==> src/rtl/bit64_multiply_coef.sv <==
// 64x32 signed multiply by a Q1.FRAC_BITS coefficient.
// Radix-2 Booth iteration, round-half-up rescale and saturation.
module bit64_multiply_coef #(
    parameter int FRAC_BITS = 30
) (
    input  logic        clk,
    input  logic        rst_n,
    input  logic        in_valid,
    output logic        in_ready,
    input  logic [63:0] in1,
    input  logic [31:0] coef,
    output logic        out_valid,
    input  logic        out_ready,
    output logic [63:0] out1,
    output logic        sat
);

    typedef enum logic [1:0] {
        IDLE,
        BUSY,
        DONE
    } state_t;

    localparam logic [96:0] RND = (97'd1 << FRAC_BITS) >> 1;

    state_t      state_q, state_d;
    logic [95:0] mcand_q, mcand_d;
    logic [95:0] acc_q, acc_d;
    logic [32:0] mplr_q, mplr_d;
    logic [4:0]  cnt_q, cnt_d;
    logic        fin_q, fin_d;
    logic [63:0] out1_q, out1_d;
    logic        sat_q, sat_d;

    logic [96:0] sum_w;
    logic [96:0] res_w;
    logic        ovf_pos;
    logic        ovf_neg;

    // Rescale the finished product at 97 bits and detect 64-bit overflow
    always_comb begin
        sum_w   = {acc_q[95], acc_q} + RND;
        res_w   = $signed(sum_w) >>> FRAC_BITS;
        ovf_pos = !res_w[96] && (|res_w[95:63]);
        ovf_neg = res_w[96] && !(&res_w[95:63]);
    end

    // Next-state, Booth step and result capture
    always_comb begin
        state_d = state_q;
        mcand_d = mcand_q;
        acc_d   = acc_q;
        mplr_d  = mplr_q;
        cnt_d   = cnt_q;
        fin_d   = fin_q;
        out1_d  = out1_q;
        sat_d   = sat_q;
        unique case (state_q)
            IDLE: begin
                if (in_valid) begin
                    state_d = BUSY;
                    mcand_d = {{32{in1[63]}}, in1};
                    mplr_d  = {coef, 1'b0};
                    acc_d   = '0;
                    cnt_d   = '0;
                    fin_d   = 1'b0;
                end
            end
            BUSY: begin
                if (fin_q) begin
                    state_d = DONE;
                    fin_d   = 1'b0;
                    if (ovf_pos) begin
                        out1_d = 64'h7FFF_FFFF_FFFF_FFFF;
                        sat_d  = 1'b1;
                    end else if (ovf_neg) begin
                        out1_d = 64'h8000_0000_0000_0000;
                        sat_d  = 1'b1;
                    end else begin
                        out1_d = res_w[63:0];
                        sat_d  = 1'b0;
                    end
                end else begin
                    unique case (mplr_q[1:0])
                        2'b01:   acc_d = acc_q + mcand_q;
                        2'b10:   acc_d = acc_q - mcand_q;
                        default: acc_d = acc_q;
                    endcase
                    mcand_d = mcand_q << 1;
                    mplr_d  = {mplr_q[32], mplr_q[32:1]};
                    cnt_d   = cnt_q + 5'd1;
                    if (cnt_q == 5'd31) begin
                        fin_d = 1'b1;
                    end
                end
            end
            DONE: begin
                if (out_ready) begin
                    state_d = IDLE;
                end
            end
            default: state_d = IDLE;
        endcase
    end

    // State and datapath registers, cleared asynchronously
    always_ff @(posedge clk or negedge rst_n) begin
        if (!rst_n) begin
            state_q <= IDLE;
            mcand_q <= '0;
            acc_q   <= '0;
            mplr_q  <= '0;
            cnt_q   <= '0;
            fin_q   <= 1'b0;
            out1_q  <= '0;
            sat_q   <= 1'b0;
        end else begin
            state_q <= state_d;
            mcand_q <= mcand_d;
            acc_q   <= acc_d;
            mplr_q  <= mplr_d;
            cnt_q   <= cnt_d;
            fin_q   <= fin_d;
            out1_q  <= out1_d;
            sat_q   <= sat_d;
        end
    end

    assign in_ready  = (state_q == IDLE);
    assign out_valid = (state_q == DONE);
    assign out1      = out1_q;
    assign sat       = sat_q;

endmodule

==> config.mk <==
export PLATFORM = sky130hd
export DESIGN_NAME = bit64_multiply_coef
export DESIGN_NICKNAME = d
export VERILOG_FILES = /design/src/rtl/bit64_multiply_coef.sv
export SDC_FILE = /design/constraint.sdc
export NUM_CORES = 1
export LEC_CHECK = 0
export CORE_UTILIZATION = 50
export DETAILED_ROUTE_END_ITERATION = 6
export PLACE_DENSITY = 0.79
export SLEW_MARGIN = 20
export SYNTH_ARGS = -nofsm -noshare
export SYNTH_HDL_FRONTEND = slang
export SYNTH_SLANG_ARGS = --single-unit
export TNS_END_PERCENT = 10
==> constraint.sdc <==
create_clock -name clk -period 9.73 [get_ports clk]
set_clock_uncertainty 0.15 [all_clocks]
set_input_delay 1.4595 -clock clk [delete_from_list [all_inputs] [get_ports clk]]
set_output_delay 1.4595 -clock clk [all_outputs]
set_load 0.01 [all_outputs]
* After elaboration in Yosys (flattened, before gate mapping)
Cells that the tools add are included.
W data, S select, Z words.
** Word-level totals
- Register bits after elaboration :: 298
- Input port bits :: 100
- Output and inout bits :: 67
- Logic and storage cells :: 63
** Cells by class
- $add $sub $neg :: 4
- Eq/ne operators :: 10
- Multiplexer cells :: 25
- Bitwise operators :: 1
- Reductions and logical operators :: 14
** Operator list (count)
- $pmux W96 S2 :: 3
- $mux W96 :: 4
- $mux W64 :: 2
- $add A96 B31 Y97 const B :: 1
- $add A96 B96 Y96 :: 1
- $sub A96 B96 Y96 :: 1
- $pmux W33 S2 :: 1
- $mux W33 :: 1
- $mux W32 :: 1
- $mux W5 :: 2
- $pmux W5 S2 :: 1
- $reduce_and A3 Y1 :: 3
- $reduce_and A4 Y1 :: 2
- $mux W2 :: 3
- $ne A2 B2 Y1 const B :: 3
- $pmux W2 S3 :: 1
- $add A5 B1 Y5 const B :: 1
- $eq A5 B5 Y1 const B :: 1
- $mux W1 :: 5
- $eq A2 B1 Y1 const B :: 2
- $eq A2 B2 Y1 const B :: 2
- $reduce_and A2 Y1 :: 2
- $reduce_or A4 Y1 :: 1
- $ne A3 B1 Y1 const B :: 1
- 7 further kinds :: 9

* Longest topological paths before layout
Gate-level depths: netlist of run 1.
- Word-level depth :: 6
- Mapped depth :: 24
- Depth with buffers taken out :: 22

* Worst setup path before layout of run 1
No wires, ideal clock.
- Path type :: reg-to-reg
- Start :: register mcand_q[2]
- End :: register acc_q[95]
- Library setup time :: 0.082 ns
- Arrival time :: 4.934 ns
- Required time :: 9.498 ns
- Path slack :: 4.564 ns
- Stages on the path, launching flop included :: 25
- Path buffers :: 2
- Clock period less this slack :: 5.166 ns
- Cells stage by stage :: dfrtp_1 clkbuf_1 or4_1 nor3_2 and2_1 nand4_2 nor3_4 nor3b_2 nand2_1 o41ai_4 o21ai_0 xnor2_1 ha_1 clkbuf_1 inv_1 o21bai_1 a21oi_1 o21a_1 o21ai_0 a221o_1 a311o_1 a221oi_1 o21ai_0 and2_1 o22ai_1
** On the way
- Cells in the longest elaborated chain, start to end :: 4
- Elaborated cells between the ends (all ways) :: 5
- Classes of those cells :: add/sub: 2; mux: 3
** RTL lines
- start, declared :: RTL line 27 : logic [95:0] mcand_q, mcand_d;
- start signal, assigned :: RTL line 119 : mcand_q <= mcand_d;
- $sub A96 B96 Y96 / $add A96 B96 Y96 (equally long branches) :: RTL line 86, 85
- $pmux W96 S2 (*) :: RTL line 84 : unique case (mplr_q[1:0])
- $mux W96 (*) :: RTL line 70 : if (fin_q) begin
- $pmux W96 S2 (*) :: RTL line 58 : unique case (state_q)
- end signal, assigned :: RTL line 111 : acc_q <= '0;
- end signal, assigned :: RTL line 120 : acc_q <= acc_d;
- end, declared :: RTL line 28 : logic [95:0] acc_q, acc_d;
Mark *: on every way between the ends. The rest lies on a longest branch, timed or not. The select of a mux whose other input is x is not followed.
A chain may end at the register's enable or synchronous reset.

* Final worst setup path of run 1
- Start :: register mcand_q[38]
- End :: register acc_q[95]
The elaborated chain is that of the path after synthesis.

==> results_dict.tcl, run 1 <==
set metrics [dict create \
    synthArstFlopShare_pct 100.0 \
    grt_pass1_wl_um 100600 \
    slew_headroom_pct 34.40 \
    grt_max_degree 105 \
    route.detailed.drc 0 \
    routed_via_density 6.026 \
    required_ns 10.06 \
    worstSetupPathType "reg -> reg" \
    numCtsBuffers 36 \
    cap_violations 0 \
    row_count 74 \
    die_w_um 207.7 \
    synth-edff-count 0 \
    netlist_area_um2 21150 \
    finalCritPeriodShare_pct 68.36 \
    cp-end-kind "register" \
    clk_latency_ns 0.56 \
    yosysMostFrequentCell "nand2_1" \
    via_count 19500 \
    synthXorXnorAreaFrac_pct 10.10 \
    synth_common_cells "nand2_1, dfrtp_1, nor2_1" \
    cts_num_sinks 298 \
    met3_usage_pct 3.964 \
    worst_slew_pin_slew_ns 0.9840 \
    fmax_mhz 150.3 \
    dp_hpwl_um 46660 \
    ctsResizeCount 0 \
    die_area_um2 43130 \
    cts_max_level 2 \
    synth_warnings 0 \
    status "completed" \
    worstHoldPathType "reg -> reg" \
    antenna_found_initial 0 \
    synth-seq-cells 298 \
    stdcell_count 3236 \
    cts_tree "done" \
    drt_wl_total_um 62360 \
    antenna_left 0 \
    holdWs_ns 0.3340 \
    synth_top_family_by_area "compound AO/OA/AOI/OAI gates" \
    startpoint_type "register" \
    fin_util_pct 58.62 \
    drtIter0Drc 1803 \
    area_delta_synth_final_pct 14.45 \
    boundaryPins 167 \
    path_max_fanout 7 \
    grt-busiest-layer "met2" \
    synth_top_area_cell "dfrtp_1" \
    arrival_ns 6.98 \
    syn-num-nets 2826 \
    cts.path.max_buffers 3 \
    grt-ovfl-total 0 \
    dieHeight_um 207.7 \
    yosysSeqAreaShare_pct 35.26 \
    drive_gt1_share_pct 4.586 \
    first_global_vias 18380 \
    core_area_um2 41290 \
    synth_fa_ha_area_share_pct 6.075 \
    syn_inst 2625 \
    synth_top_flop_cell "dfrtp_1" \
    gp_congestion 0.9996 \
    synth_area_leaders "dfrtp_1, nand2_1, ha_1" \
    dp.cells 3170 \
    path_clk_slew_ns 0.06 \
    grtUsageMet1_pct 41.68 \
    synth_area_per_cell_um2 8.058 \
    post_cts_buffers 0 \
    min_period_ns 6.652 \
    nFillCells 3704 \
    slew_viol_final 0 \
    gr-usage-met2_pct 43.86 \
    root_buffer "clkbuf_16" \
    setup_violations 0 \
    grt_use_total_pct 28.90 \
    nets 2877 \
    synthSimpleGateAreaFrac_pct 20.97 \
    finalHoldViolCount 0 \
    synth_top_area_share_pct 35.26 \
    port_buffers 166 \
    initial_core_util_pct 51.22 \
    synthMuxAreaShare_pct 0.1065 \
    fin_setup_tns_ns 0 \
    cts_hold_buf 0 \
    synth_cell_types 81 \
    avgRoutedWirePerCell_um 19.27 \
    diodes 0 \
    firstDrtPassIters 5 \
    synth-compound-area-share_pct 23.27 \
    rsz0062_at_grt "no" \
]
[layer usage]
metal  vias up  part of all wire [%]
met4         0                   3.6
met3       117                   5.5
met5         -                     0
met2       602                    43
li1       9499                     -
met1      9282                    47
[per-stage QoR]
step | area [um^2] | worst slack, ns
2_1_floorplan | 21150 | 4.564
3_3_place_gp | 22990 | 3.297
3_5_place_dp | 22990 | 3.260
4_1_cts | 24210 | 3.212
5_1_grt | 24210 | 2.855
6_report | 24210 | 3.079
[area by class of cell]
cell class,count,area [um^2],area share [%]
sequential,298,7457,30.81
timing repair buffer,186,1817,7.505
inverter,49,188.9,0.7805
multi-input combinational,2105,12860,53.13
clock inverter,19,183.9,0.7598
clock buffer,47,1033,4.269
tap,532,665.6,2.750
[state kept, by name, indices dropped and copies added (netlist names)]
| signal | flops |
|---|---|
| fin_q | 1 |
| sat | 1 |
| out1 | 64 |
| acc_q | 96 |
| mplr_q | 33 |
| state_q | 2 |
| cnt_q | 5 |
| mcand_q | 96 |
[cell families (layout without fill, tap and decap cells)]
logic type / after synthesis / after routing
simple gates: 994 / 994
compound gates: 763 / 763
flops: 298 / 298
xor+xnor: 244 / 244
buf+inv: 222 / 301
fa+ha+maj: 102 / 102
mux: 2 / 2
[layout by cell type, fill, tap and decap left out, drive strengths merged, types with 43 or more instances in the layout]
| master | synthesis | final |
|---|---|---|
| clkbuf | 154 | 47 |
| o311ai | 63 | 63 |
| clkdlybuf4s50 | 0 | 165 |
| ha | 100 | 100 |
| nand2 | 505 | 505 |
| nand3 | 57 | 57 |
| o21ai | 187 | 187 |
| nor3 | 43 | 43 |
| inv | 49 | 51 |
| nand4 | 51 | 51 |
| a21oi | 180 | 180 |
| xor2 | 120 | 120 |
| xnor2 | 124 | 124 |
| dfrtp | 298 | 298 |
| a31oi | 123 | 123 |
| nor2 | 205 | 205 |
| a21o | 64 | 64 |
[critical path: stages, from the launching register on]
cell      delay [ns]
dfrtp_1         0.44
or3_1           0.45
nor4_1          0.71
inv_1           0.10
nor4_1          0.56
nand3_1         0.34
o41ai_1         0.40
xor2_1          0.34
ha_1            0.39
a21oi_1         0.22
o21bai_1        0.09
a21oi_1         0.28
o21a_1          0.16
o21ai_0         0.08
a221o_1         0.37
a311o_1         0.40
a221oi_1        0.51
o21ai_0         0.21
and2_1          0.20
o22ai_1         0.16
[final timing paths]
path | from | to | slack [ns] | cells past startpoint
worst min-delay path | acc_q[0] | acc_q[0] | 0.33 | 2
worst max register to register | mcand_q[38] | acc_q[95] | 3.08 | 19
min in group asynchronous | rst_n | acc_q[18] | 0.74 | 1
worst max-delay path | mcand_q[38] | acc_q[95] | 3.08 | 19
max in group asynchronous | rst_n | out1[48] | 6.44 | 3
worst min register to register | acc_q[0] | acc_q[0] | 0.33 | 2
Power of run 1 is left out: the tool's default activity adds up to more than one toggle a clock period on the data nets, which glitch-free logic cannot reach.
==> run 2, diff against run 1 <==
Settings changed: PLACE_DENSITY 0.79 to 0.82.
Clock period 9.73 ns to 5.74 ns, I/O delays scaled along.
==> results_dict.tcl, run 2 (synthesis results as in run 1) <==
set metrics [dict create \
    grt-ovfl-total 0 \
    worstSetupPathType "reg -> reg" \
    min_period_ns 5.619 \
    setup_violations 0 \
    drt_wl_total_um 64280 \
    dieHeight_um 207.7 \
    boundaryPins 167 \
    routed_via_density 6.006 \
    gp_congestion 0.9507 \
    layout_common_cells "nand2_1, dfrtp_1, nor2_1, buf_4, o21ai_0" \
    drive_gt1_share_pct 12.00 \
    initial_core_util_pct 51.22 \
    avgRoutedWirePerCell_um 18.82 \
    nets 3060 \
    mostFrequentLayoutCell "nand2_1" \
    place_ws_ns 0.04765 \
    arrival_ns 5.87 \
    antenna_left 0 \
    dp_hpwl_um 48700 \
    core_area_um2 41290 \
    die_area_um2 43130 \
    path_common_cell "buf_4" \
    root_buffer "clkbuf_16" \
    holdWs_ns 0.1415 \
    die_w_um 207.7 \
    startpoint_type "register" \
    fin_area_um2 25880 \
    cts_num_sinks 298 \
    finalHoldViolCount 0 \
    cts_tree "done" \
    fmax_mhz 178.0 \
    cap_violations 0 \
    setup_slack_ns 0.1213 \
    cts_max_level 2 \
    via_count 20510 \
    slew_viol_final 0 \
    finalCritPeriodShare_pct 97.89 \
    first_global_vias 19410 \
    critPathSlowestCell "or3_4" \
    grt_use_total_pct 29.55 \
    status "completed" \
    row_count 74 \
    diodes 0 \
    grt_pass1_wl_um 103400 \
    numCtsBuffers 36 \
    fin_setup_tns_ns 0 \
    area_delta_synth_final_pct 22.35 \
    path_clk_slew_ns 0.06 \
    placed_cell_area_um2 24320 \
    antenna_found_initial 0 \
    cts.path.max_buffers 3 \
    rsz0062_at_grt "yes" \
    route.detailed.drc 0 \
    required_ns 5.99 \
    firstDrtPassIters 6 \
    worst_slew_pin_slew_ns 1.069 \
    cpPeakStageDelay_ns 0.41 \
    clk_latency_ns 0.57 \
    worstHoldPathType "in -> async" \
    grt_max_degree 134 \
    slew_headroom_pct 28.74 \
    drtIter0Drc 2016 \
    cp-end-kind "register" \
    path_max_fanout 5 \
    port_buffers 166 \
]
==> run 2: timing repair <==
| action | 4_1_cts | 5_1_grt |
|---|---|---|
| resized for setup | 0 | 58 |
| setup buffers | 0 | 10 |
| hold buffers | 0 | 0 |
| setup endpoints to repair | 0 | 19 |
==> run 2: cell type report <==
cell class,count,area (um^2)
clock buffers,48,1036
clock inverters,14,190.2
fillers,3591,15420
inverters,49,186.4
multi-input cells,2105,13120
flip-flops and latches,298,7457
well taps,532,665.6
repair buffers,369,3223
==> run 2: worst max-delay path: cells and delay by family, from the launching register on <==
kind	cells	cell delay, ns
xor gates and xnor gates	2	0.28
buffers and inverters	5	0.77
adders and majority gates	1	0.29
DFF	1	0.39
and+or+nand+nor	7	1.60
AOI/OAI and AO/OA	10	1.95
==> run 2: per-stage QoR <==
| step | util, % | cells |
|---|---|---|
| 2_1_floorplan | - | 2625 |
| 3_3_place_gp | 58.85 | 3342 |
| 3_5_place_dp | 58.89 | 3343 |
| 4_1_cts | 61.86 | 3405 |
| 5_1_grt | 62.67 | 3415 |
| 6_report | 62.67 | 3415 |
==> run 2: final timing paths <==
check	start	end	slack (ns)	cells past startpoint
min in group clk	acc_q[0]	acc_q[0]	0.33	2
max reg2reg	mcand_q[10]	acc_q[88]	0.12	25
max	mcand_q[10]	acc_q[88]	0.12	25
max in group asynchronous	rst_n	out1[50]	4.07	2
min	rst_n	acc_q[11]	0.14	1
min reg2reg	acc_q[0]	acc_q[0]	0.33	2
==> run 2: routing by layer <==
layer | wire length (um) | vias to the layer above | track usage, %
li1 | - | 9868 | -
met1 | 29860 | 9866 | 42.64
met2 | 28850 | 692 | 46.35
met3 | 4084 | 86 | 3.918
met4 | 1477 | 0 | 8.404
met5 | 0 | - | 0
Power of run 2 is left out for the same reason.
